**config.mk**
```make
export PLATFORM = sky130hd
export DESIGN_NAME = cam_ctrl_fsm_flat
export DESIGN_NICKNAME = d
export VERILOG_FILES = /design/src/rtl/cam_ctrl_if.sv /design/src/rtl/cam_ctrl_fsm.sv /design/src/flat_wrapper.sv
export SDC_FILE = /design/constraint.sdc
export NUM_CORES = 1
export LEC_CHECK = 0
export CAP_MARGIN = 10
export CORE_MARGIN = 1.5
export CORE_UTILIZATION = 42
export DETAILED_ROUTE_END_ITERATION = 7
export GPL_ROUTABILITY_DRIVEN = 1
export PLACE_DENSITY_LB_ADDON = 0.05
export SETUP_SLACK_MARGIN = 0.1
export SYNTH_ARGS = -nofsm -noshare
export SYNTH_HDL_FRONTEND = slang
export SYNTH_SLANG_ARGS = --single-unit
```
**constraint.sdc**
```tcl
create_clock -name clk -period 1.65 [get_ports clk]
set_clock_uncertainty 0.05 [all_clocks]
set_input_delay 0.165 -clock clk [delete_from_list [all_inputs] [get_ports clk]]
set_output_delay 0.165 -clock clk [all_outputs]
set_load 0.005 [all_outputs]
```
**src/rtl/cam_ctrl_if.sv**
```systemverilog
// Handshake bundle between the button/vsync front end and the camera control FSM.
interface cam_ctrl_if #(
   parameter int MODE_BITS = 3
);
   logic [2:0]           btn_pulse;
   logic                 frame_start;
   logic                 frame_end;
   logic                 wr_en;
   logic                 frozen;
   logic                 capture_busy;
   logic                 capture_done;
   logic [MODE_BITS-1:0] filter_mode;

   modport master (
      output btn_pulse, frame_start, frame_end,
      input  wr_en, frozen, capture_busy, capture_done, filter_mode
   );

   modport slave (
      input  btn_pulse, frame_start, frame_end,
      output wr_en, frozen, capture_busy, capture_done, filter_mode
   );
endinterface

```
**src/rtl/cam_ctrl_fsm.sv**
```systemverilog
// Camera control FSM: frame-aligned one-shot capture, freeze/resume, and filter-mode select.
// Optional AUTO_RESUME_EN: leave FROZEN after HOLD_FRAMES frame_start pulses.
module cam_ctrl_fsm #(
   parameter int NUM_MODES   = 5,
   parameter int MODE_BITS   = 3,
   parameter int HOLD_FRAMES = 150,
   parameter int HOLD_BITS   = 8
) (
   input logic     clk,
   input logic     rst,
   cam_ctrl_if.slave bus
);

   localparam logic [1:0] LIVE    = 2'd0;
   localparam logic [1:0] ARM     = 2'd1;
   localparam logic [1:0] CAPTURE = 2'd2;
   localparam logic [1:0] FROZEN  = 2'd3;

   localparam logic [MODE_BITS-1:0] MODE_MAX = MODE_BITS'(NUM_MODES - 1);

   function automatic logic [MODE_BITS-1:0] mode_next(input logic [MODE_BITS-1:0] m);
      return (m >= MODE_MAX) ? '0 : m + MODE_BITS'(1);
   endfunction

   function automatic logic [MODE_BITS-1:0] mode_prev(input logic [MODE_BITS-1:0] m);
      return (m == '0 || m > MODE_MAX) ? MODE_MAX : m - MODE_BITS'(1);
   endfunction

   logic [1:0]           state, state_nxt;
   logic [MODE_BITS-1:0] mode_q, mode_nxt;
   logic                 wr_en_q, frozen_q, busy_q, done_q;
   logic                 cap_btn, mode_inc, mode_dec;

   assign cap_btn  = bus.btn_pulse[0];
   assign mode_inc = bus.btn_pulse[1] & ~bus.btn_pulse[2];
   assign mode_dec = bus.btn_pulse[2] & ~bus.btn_pulse[1];

`ifdef AUTO_RESUME_EN
   localparam logic [HOLD_BITS-1:0] HOLD_LAST = HOLD_BITS'(HOLD_FRAMES - 1);
   logic [HOLD_BITS-1:0] hold_cnt, hold_nxt;
`endif

   always_comb begin
      state_nxt = state;
      mode_nxt  = mode_q;
`ifdef AUTO_RESUME_EN
      hold_nxt  = hold_cnt;
`endif
      case (state)
         LIVE:    if (cap_btn) state_nxt = ARM;
         // A coincident frame_end belongs to the previous frame, so frame_start alone decides.
         ARM:     if (bus.frame_start) state_nxt = CAPTURE;
         CAPTURE: if (bus.frame_end) begin
            state_nxt = FROZEN;
`ifdef AUTO_RESUME_EN
            hold_nxt  = '0;
`endif
         end
         FROZEN: begin
            if (cap_btn) state_nxt = LIVE;
`ifdef AUTO_RESUME_EN
            else if (bus.frame_start) begin
               if (hold_cnt == HOLD_LAST) state_nxt = LIVE;
               else                       hold_nxt  = hold_cnt + HOLD_BITS'(1);
            end
`endif
         end
         default: state_nxt = LIVE;
      endcase

      // Mode changes are locked out while a capture is pending or in progress.
      if (state == LIVE || state == FROZEN) begin
         if (mode_inc)      mode_nxt = mode_next(mode_q);
         else if (mode_dec) mode_nxt = mode_prev(mode_q);
      end
   end

   always_ff @(posedge clk) begin
      if (rst) begin
         state   <= LIVE;
         mode_q  <= '0;
         wr_en_q <= 1'b0;
         frozen_q <= 1'b0;
         busy_q  <= 1'b0;
         done_q  <= 1'b0;
`ifdef AUTO_RESUME_EN
         hold_cnt <= '0;
`endif
      end else begin
         state    <= state_nxt;
         mode_q   <= mode_nxt;
         wr_en_q  <= (state_nxt != FROZEN);
         frozen_q <= (state_nxt == FROZEN);
         busy_q   <= (state_nxt == ARM) || (state_nxt == CAPTURE);
         done_q   <= (state == CAPTURE) && bus.frame_end;
`ifdef AUTO_RESUME_EN
         hold_cnt <= hold_nxt;
`endif
      end
   end

   assign bus.wr_en        = wr_en_q;
   assign bus.frozen       = frozen_q;
   assign bus.capture_busy = busy_q;
   assign bus.capture_done = done_q;
   assign bus.filter_mode  = mode_q;

endmodule

```
**src/flat_wrapper.sv**
```systemverilog
// flat-port wrapper written by rule: the top's interface ports become plain ports
module cam_ctrl_fsm_flat 
#(
   parameter int NUM_MODES   = 5,
   parameter int MODE_BITS   = 3,
   parameter int HOLD_FRAMES = 150,
   parameter int HOLD_BITS   = 8
)
  (clk, rst, bus_btn_pulse, bus_frame_start, bus_frame_end, bus_wr_en, bus_frozen, bus_capture_busy, bus_capture_done, bus_filter_mode);
  cam_ctrl_if #(.MODE_BITS(MODE_BITS)) bus_i ();
  input logic clk;
  input logic rst;
  input wire logic [$bits(bus_i.btn_pulse)-1:0] bus_btn_pulse;
  input wire logic [$bits(bus_i.frame_start)-1:0] bus_frame_start;
  input wire logic [$bits(bus_i.frame_end)-1:0] bus_frame_end;
  output wire logic [$bits(bus_i.wr_en)-1:0] bus_wr_en;
  output wire logic [$bits(bus_i.frozen)-1:0] bus_frozen;
  output wire logic [$bits(bus_i.capture_busy)-1:0] bus_capture_busy;
  output wire logic [$bits(bus_i.capture_done)-1:0] bus_capture_done;
  output wire logic [$bits(bus_i.filter_mode)-1:0] bus_filter_mode;
  assign bus_i.btn_pulse = bus_btn_pulse;
  assign bus_i.frame_start = bus_frame_start;
  assign bus_i.frame_end = bus_frame_end;
  assign bus_wr_en = bus_i.wr_en;
  assign bus_frozen = bus_i.frozen;
  assign bus_capture_busy = bus_i.capture_busy;
  assign bus_capture_done = bus_i.capture_done;
  assign bus_filter_mode = bus_i.filter_mode;
  cam_ctrl_fsm #(.NUM_MODES(NUM_MODES), .MODE_BITS(MODE_BITS), .HOLD_FRAMES(HOLD_FRAMES), .HOLD_BITS(HOLD_BITS)) u_core (.clk(clk), .rst(rst), .bus(bus_i));
endmodule
```
==> summary.md, run 1 <==
| Metric | Value |
|---|---|
| First-pass GRT wire length | between 1500 and 2000 um |
| Share of the yosys chip area belonging to registers | 0.312 |
| DRT iter0 DRCs | 5 |
| Number of buffers created by CTS | 3 |
| Post-route insts no fill | ~100 |
| Post-Route WL | roughly 1200 um |
| Via-per-instance ratio | 4.89 |
| Beginning of the critical path | u_core.state[1] |
| Yosys warning count | 0 |
| Worst slack at placement | -0.0830 ns |
| Largest driver fanout on the critical path | 4 |
| Register-to-register setup slack | roughly 0.053 ns |
| Launch point of the worst reg-to-reg path | u_core.state[1] |
| Crit Reg-Reg Endpoint | u_core.bus.capture_busy |
| Ratio of cells with drive above 1 in the final layout | 0.330 |
| Post-synth top flop | dfxtp_1 |
| Share of total power in sequential cells | 0.378 |
| Result of the run | complete, no violations |
| Placed Cells | 96 |
| Max Slew Vio Count | 0 |
| Final-report setup violation count | 0 |
| Area of placed instances | approximately 760 um2 |
| Total overflow reported by the global router | 0 |
| Signed area change from the synthesized netlist to the final layout | 57.0% |
| Insertion delay to the later sink of the worst-skew pair | between 0.2 and 0.3 ns |
| Dominant cells by area after synthesis | dfxtp_1 31%, ha_1 24%, inv_1 5.2% |
| Chip height | ~40 um |
| Maximum clock rate | roughly 630 MHz |
| Commonest cells in the netlist | 11 x ha_1, 9 x dfxtp_1, 8 x inv_1, 8 x nor2_1 |
| Gate power share | 0.377 |
| Power density over the cells | just under 800 nW/um2 |
| Pre-Repair DR Iteration Count | 3 |
| Net count after synthesis | 81 |
| Capturing element type of the critical path | flop |
| Tightest slew margin relative to the limit | 0.841 |
| Final worst setup slack | 0.0528 ns |
| Count of final hold-check violations | 0 |
| Util after Layout | 0.705 |
| Final Net Count | 107 |
| Share of the synthesized area in the top cell type | 0.312 |
| Synthesized cell area | between 500 and 600 um2 |
| Top Ports | 14 |
| Largest buffer count on any clock path | 2 |
| Max Cap Violations | 0 |
| Placed wire-length estimate after detailed placement | between 800 and 900 um |
| Total vias in the final route | around 500 |
| Gate count after technology mapping | 63 |
| Number of flops mapped to enable cells by yosys | 0 |
| Critical Path Sink | u_core.bus.capture_busy |
| Leakage component of the power | 0.378 nW |
| Total internal power | 0.490 mW |
| Per-instance average area after synthesis | between 9 and 10 um2 |
| Share of power burned in the clock network | 0.245 |
| Critical Path Start Type | flop |
| CTS root buf | clkbuf_4 |
| CTS H-tree lvls | 1 |
| Aggregate global-route resource usage | 0.172 |
| Hold Path Class | primary input to flop |
| Number of unique standard cell types used by synthesis | 23 |
| Buffers on Ports | 13 |
| RSZ-0062 raised after global routing | yes |
| Worst VDD drop | roughly 0.00063 V |
| # hold bufs at CTS | 0 |
| FF-to-FF path depth | 7 |
| Setup CP Type | flop to flop |
| Core region area | 1280 um2 |
| Clock period minus final worst setup slack | around 1.6 ns |
| #FFs+latches synth | 9 |
| Count of standard-cell rows | 13 |
| Async S/R FF share, synth | 0 |
| Number of nets with antenna violations after routing | 0 |
| Top-count cell post-synth | ha_1 |
| Vias in the first global route | approximately 440 |
| Initial antenna violation count | 0 |
| CP required | around 1.8 ns |
| Count of unresolved DRC violations after routing | 0 |
| Total Die Area | approximately 1600 um2 |
| Antenna diode instance count | 0 |
| Initial Utilization | 0.449 |
| Sw power | between 0.2 and 0.25 mW |
| Sinks on the clock net | 9 |
| Pin count of the biggest net entering global routing | 8 |
| Transition at the pin with the smallest max-transition slack | 0.238 ns |
| Part of the cycle the worst path needs | 0.968 |
| Switching power share of the total | 0.316 |
| TritonCTS clock tree | built |
| Arrival time at the worst endpoint | approximately 1.7 ns |
| Routed wire per std cell | between 10 and 15 um |
| Post-route cell area | around 910 um2 |
| Routability congestion estimate from global placement | about 0.69 |
| Top cell type by total area after synthesis | dfxtp_1 |
| CTS clk-pin slew, worst paths | roughly 0.070 ns |
| Width of the die | between 40 and 50 um |
logic make-up (layout without fill, tap and decap cells):
group                      after synthesis  count (layout)  synth area share
AOI/OAI and AO/OA                       13              13             0.184
adders and majority gates               11              11             0.239
buffers and inverters                   10              35            0.0803
DFF                                      9               9             0.312
muxes                                    2               2            0.0347
and+or+nand+nor                         18              18             0.150
power groups by stage:
stage / logic [mW] / registers (mW) / clock network, mW
2_1_floorplan: 0.138 / 0.267 / 0
4_1_cts: 0.242 / 0.265 / 0.178
6_report: 0.270 / 0.270 / 0.175
3_3_place_gp: 0.234 / 0.267 / 0
5_1_grt: 0.301 / 0.275 / 0.192
3_5_place_dp: 0.236 / 0.267 / 0
worst min-delay path by stage:
stage | slack, ns | from | end | cells past startpoint
2_1_floorplan | 0.26 | bus_frame_end | u_core.bus.capture_done | 2
3_3_place_gp | 0.46 | u_core.bus.filter_mode[0] | u_core.bus.filter_mode[0] | 2
3_5_place_dp | 0.46 | u_core.bus.filter_mode[0] | u_core.bus.filter_mode[0] | 2
4_1_cts | 0.43 | bus_frame_end | u_core.bus.capture_done | 3
5_1_grt | 0.45 | bus_frame_end | u_core.bus.capture_done | 3
6_report | 0.43 | bus_frame_end | u_core.bus.capture_done | 3
critical path: stages, from the launching register on:
cell and delay (ns):
dfxtp_4 0.36, buf_6 0.13, ha_4 0.15, nor3_2 0.18, o32a_1 0.18, inv_1 0.05
ha_1 0.27, nor2b_1 0.12
routing by layer:
metal	part of all wire	global-route usage
met4	0	0.0517
met1	0.44	0.174
met3	0.037	0.0833
met5	0	0
met2	0.52	0.306
flip-flops by register name, indices dropped and copies added (netlist names):
register / flops
u_core.bus.capture_done: 1
u_core.bus.frozen: 1
u_core.state: 2
u_core.bus.capture_busy: 1
u_core.bus.wr_en: 1
u_core.bus.filter_mode: 3
area by class of cell:
cell class / count / area (um2)
clock buffer: 4 / 26.3
fill: 94 / 379
inverter: 8 / 37.5
multi-input combinational: 44 / 420
sequential: 9 / 190
tap: 15 / 18.8
timing repair buffer: 23 / 213
metrics by stage:
step	hold WS [ns]	total power, mW	TNS (ns)
floorplan	0.260	0.405	0
global placement	0.457	0.501	-0.0745
detailed placement	0.458	0.503	-0.0830
CTS	0.428	0.685	0
global route	0.449	0.768	-0.0262
finish	0.430	0.716	0
layout by cell type, fill, tap and decap left out, types with 2 or more instances in the layout:
master            n
nor2_1            8
mux2i_1           2
ha_4              5
dfxtp_4           2
nor3_1            2
ha_1              5
dfxtp_1           5
clkdlybuf4s50_1  13
o21ai_0           3
buf_6             2
inv_1             6
nor2b_1           2
a21oi_1           2
clkbuf_4          3
buf_4             8
nand2_1           2
dfxtp_2           2
repair_timing:
| action | in CTS | in global routing |
|---|---|---|
| pin swaps | 3 | 5 |
| buffers inserted | 1 | 2 |
| setup endpoints to repair | 3 | 5 |
| resized for setup | 7 | 15 |
(Power assumes the default switching activity.)
==> run 2, diff against run 1 <==
--- a/config.mk
+++ b/config.mk
@@ -10,6 +10,7 @@
 export CORE_UTILIZATION = 42
 export DETAILED_ROUTE_END_ITERATION = 7
 export GPL_ROUTABILITY_DRIVEN = 1
+export HOLD_SLACK_MARGIN = 0.12
 export PLACE_DENSITY_LB_ADDON = 0.05
 export SETUP_SLACK_MARGIN = 0.1
 export SYNTH_ARGS = -nofsm -noshare
==> constraint.sdc (replaced) <==
create_clock -name clk -period 1.65 [get_ports clk]
set_clock_uncertainty 0.05 [all_clocks]
set_input_delay 0.33 -clock clk [delete_from_list [all_inputs] [get_ports clk]]
set_output_delay 0.33 -clock clk [all_outputs]
set_load 0.005 [all_outputs]
==> run 2 against run 1 <==
Net effect: sequential power shrank 3%; fmax down 2.3%; die area is the same; worst hold slack better by 0.043 ns; sequential cell count unchanged; first-iteration DRC count is the same; clock power shrank 8%; critical path depth stayed put; non-clock buffer count up 6; critical endpoint unchanged.
==> summary.md, run 2 (synthesis results as in run 1) <==
| Metric | Value |
|---|---|
| CP required | 1.75 ns |
| Number of flip-flops in the largest register | 3 |
| CTS root buf | clkbuf_4 |
| Clock period minus final worst setup slack | between 1.5 and 2 ns |
| Ratio of cells with drive above 1 in the final layout | 0.426 |
| Total vias in the final route | about 540 |
| Number of buffers created by CTS | 3 |
| Top Ports | 14 |
| Pre-Repair DR Iteration Count | 2 |
| Launch instance of the worst min-delay path | u_core.bus.filter_mode[2] |
| Master of the slowest instance on the critical path | dfxtp_4 |
| Chip height | between 40 and 50 um |
| Count of final hold-check violations | 0 |
| Number of instances on the worst hold path | 1 |
| Pin count of the biggest net entering global routing | 8 |
| Aggregate global-route resource usage | 0.185 |
| Total overflow reported by the global router | 0 |
| Max Cap Violations | 0 |
| Result of the run | complete, no violations |
| Antenna diode instance count | 0 |
| Vias in the first global route | 500 |
| CTS clk-pin slew, worst paths | roughly 0.06 ns |
| Placed wire-length estimate after detailed placement | roughly 980 um |
| Via-per-instance ratio | slightly below 5 |
| Crit path largest cell delay | between 0.3 and 0.4 ns |
| Width of the die | 40.1 um |
| Sinks on the clock net | 9 |
| Crit Reg-Reg Endpoint | u_core.bus.capture_busy |
| Post-Route WL | ~1300 um |
| Hold Path Class | flop to flop |
| Max Slew Vio Count | 0 |
| Critical Path Start Type | flop |
| First-pass GRT wire length | slightly below 2000 um |
| Power density over the cells | ~800 nW/um2 |
| FF-to-FF path depth | 7 |
| Capturing element type of the critical path | flop |
| Final Net Count | 113 |
| Count of unresolved DRC violations after routing | 0 |
| Total negative setup slack | 0 ns |
| Initial antenna violation count | 0 |
| Leakage component of the power | 0.412 nW |
| Routed wire per std cell | around 12 um |
| Register-to-register setup slack | between 0.015 and 0.02 ns |
| TritonCTS clock tree | built |
| Capture endpoint of the worst hold path | u_core.bus.filter_mode[2] |
| Maximum clock rate | 612 MHz |
| Area of placed instances | around 800 um2 |
| Transition at the pin with the smallest max-transition slack | between 0.2 and 0.25 ns |
| Buffers on Ports | 13 |
| Most frequent cells in the layout | 15 x buf_4, 10 x clkdlybuf4s50_1, 8 x nor2_1 |
| Largest driver fanout on the critical path | 3 |
| Tightest slew margin relative to the limit | 0.864 |
| Arrival time at the worst endpoint | around 1.7 ns |
| Initial Utilization | 0.449 |
| Util after Layout | 0.737 |
| Final-report setup violation count | 0 |
| Cell breakdown of the critical path | buf_6 > ha_4 > nor2b_4 > o31ai_4 > nand2_1 > ha_1 > nor2b_1 |
| Most common cell after layout, fill and taps aside | buf_4 |
| Setup CP Type | flop to flop |
| Core region area | ~1300 um2 |
| Signed area change from the synthesized netlist to the final layout | 64.2% |
| Worst VDD drop | around 0.00057 V |
| CTS H-tree lvls | 1 |
| Routability congestion estimate from global placement | ~0.77 |
| Launch point of the worst reg-to-reg path | u_core.state[1] |
| Number of nets with antenna violations after routing | 0 |
| Total Die Area | ~1600 um2 |
| Count of standard-cell rows | 13 |
| RSZ-0062 raised after global routing | yes |
| Part of the cycle the worst path needs | 0.991 |
| Post-route cell area | 947 um2 |
| Post-layout total power | approximately 0.74 mW |
| DRT iter0 DRCs | 5 |
| Final-layout worst hold slack | 0.473 ns |
| Insertion delay to the later sink of the worst-skew pair | 0.25 ns |
| Largest buffer count on any clock path | 2 |
run 2: cell types whose count changed in the layout (fill, tap and decap cells not counted), moves of 2 or more:
cell	before	now
dlygate4sd2_1	0	3
ha_2	1	3
inv_2	0	2
buf_4	8	15
clkdlybuf4s50_1	13	10
run 2: worst max path at each step:
| stage | start | endpoint |
|---|---|---|
| 2_1_floorplan | u_core.state[1] | u_core.bus.capture_busy |
| 3_3_place_gp | bus_frame_start | u_core.bus.capture_busy |
| 3_5_place_dp | bus_frame_start | u_core.bus.capture_busy |
| 4_1_cts | u_core.state[1] | u_core.bus.capture_busy |
| 5_1_grt | u_core.state[1] | u_core.bus.capture_busy |
| 6_report | u_core.state[1] | u_core.bus.capture_busy |
run 2: metal layers:
metal  vias to the layer above  share of wire  track usage
met4                         0              0       0.0517
met2                         6           0.58        0.371
met3                         0          0.024       0.0667
met1                       255           0.39        0.168
met5                         -              0            0
li1                        277              -            -
run 2: cell type report:
| cell class | instances | area [um2] |
|---|---|---|
| inverter | 8 | 30.0 |
| fill | 100 | 338 |
| sequential | 9 | 194 |
| multi-input combinational | 44 | 428 |
| clock buffer | 4 | 26.3 |
| timing repair buffer | 29 | 250 |
| tap | 15 | 18.8 |
run 2: timing repair:
item / in CTS / in global routing
pin swaps: 3 / 5
setup buffers: 2 / 2
setup endpoints to repair: 6 / 7
resized for setup: 15 / 12
hold buffers: 0 / 0
run 2: worst max-delay path, delay by kind of cell (launching register included):
family / cells / cell delay, ns
compound gates: 1 / 0.24
fa+ha+maj: 2 / 0.43
buf+inv: 1 / 0.12
flops: 1 / 0.35
simple gates: 3 / 0.33
run 2: report_power, final:
group / total (mW) / leakage, nW / switching (mW) / internal [mW]
Combinational: 0.314 / 0.320 / 0.140 / 0.174
Sequential: 0.262 / 0.0768 / 0.0188 / 0.243
Clock: 0.161 / 0.0150 / 0.0682 / 0.0926
run 2: metrics by stage:
step / cells / worst slack [ns]
4_1_cts: 107 / -0.00631
5_1_grt: 109 / -0.0409
3_3_place_gp: 101 / -0.244
2_1_floorplan: 63 / 0.0593
6_report: 109 / 0.0150
3_5_place_dp: 101 / -0.256
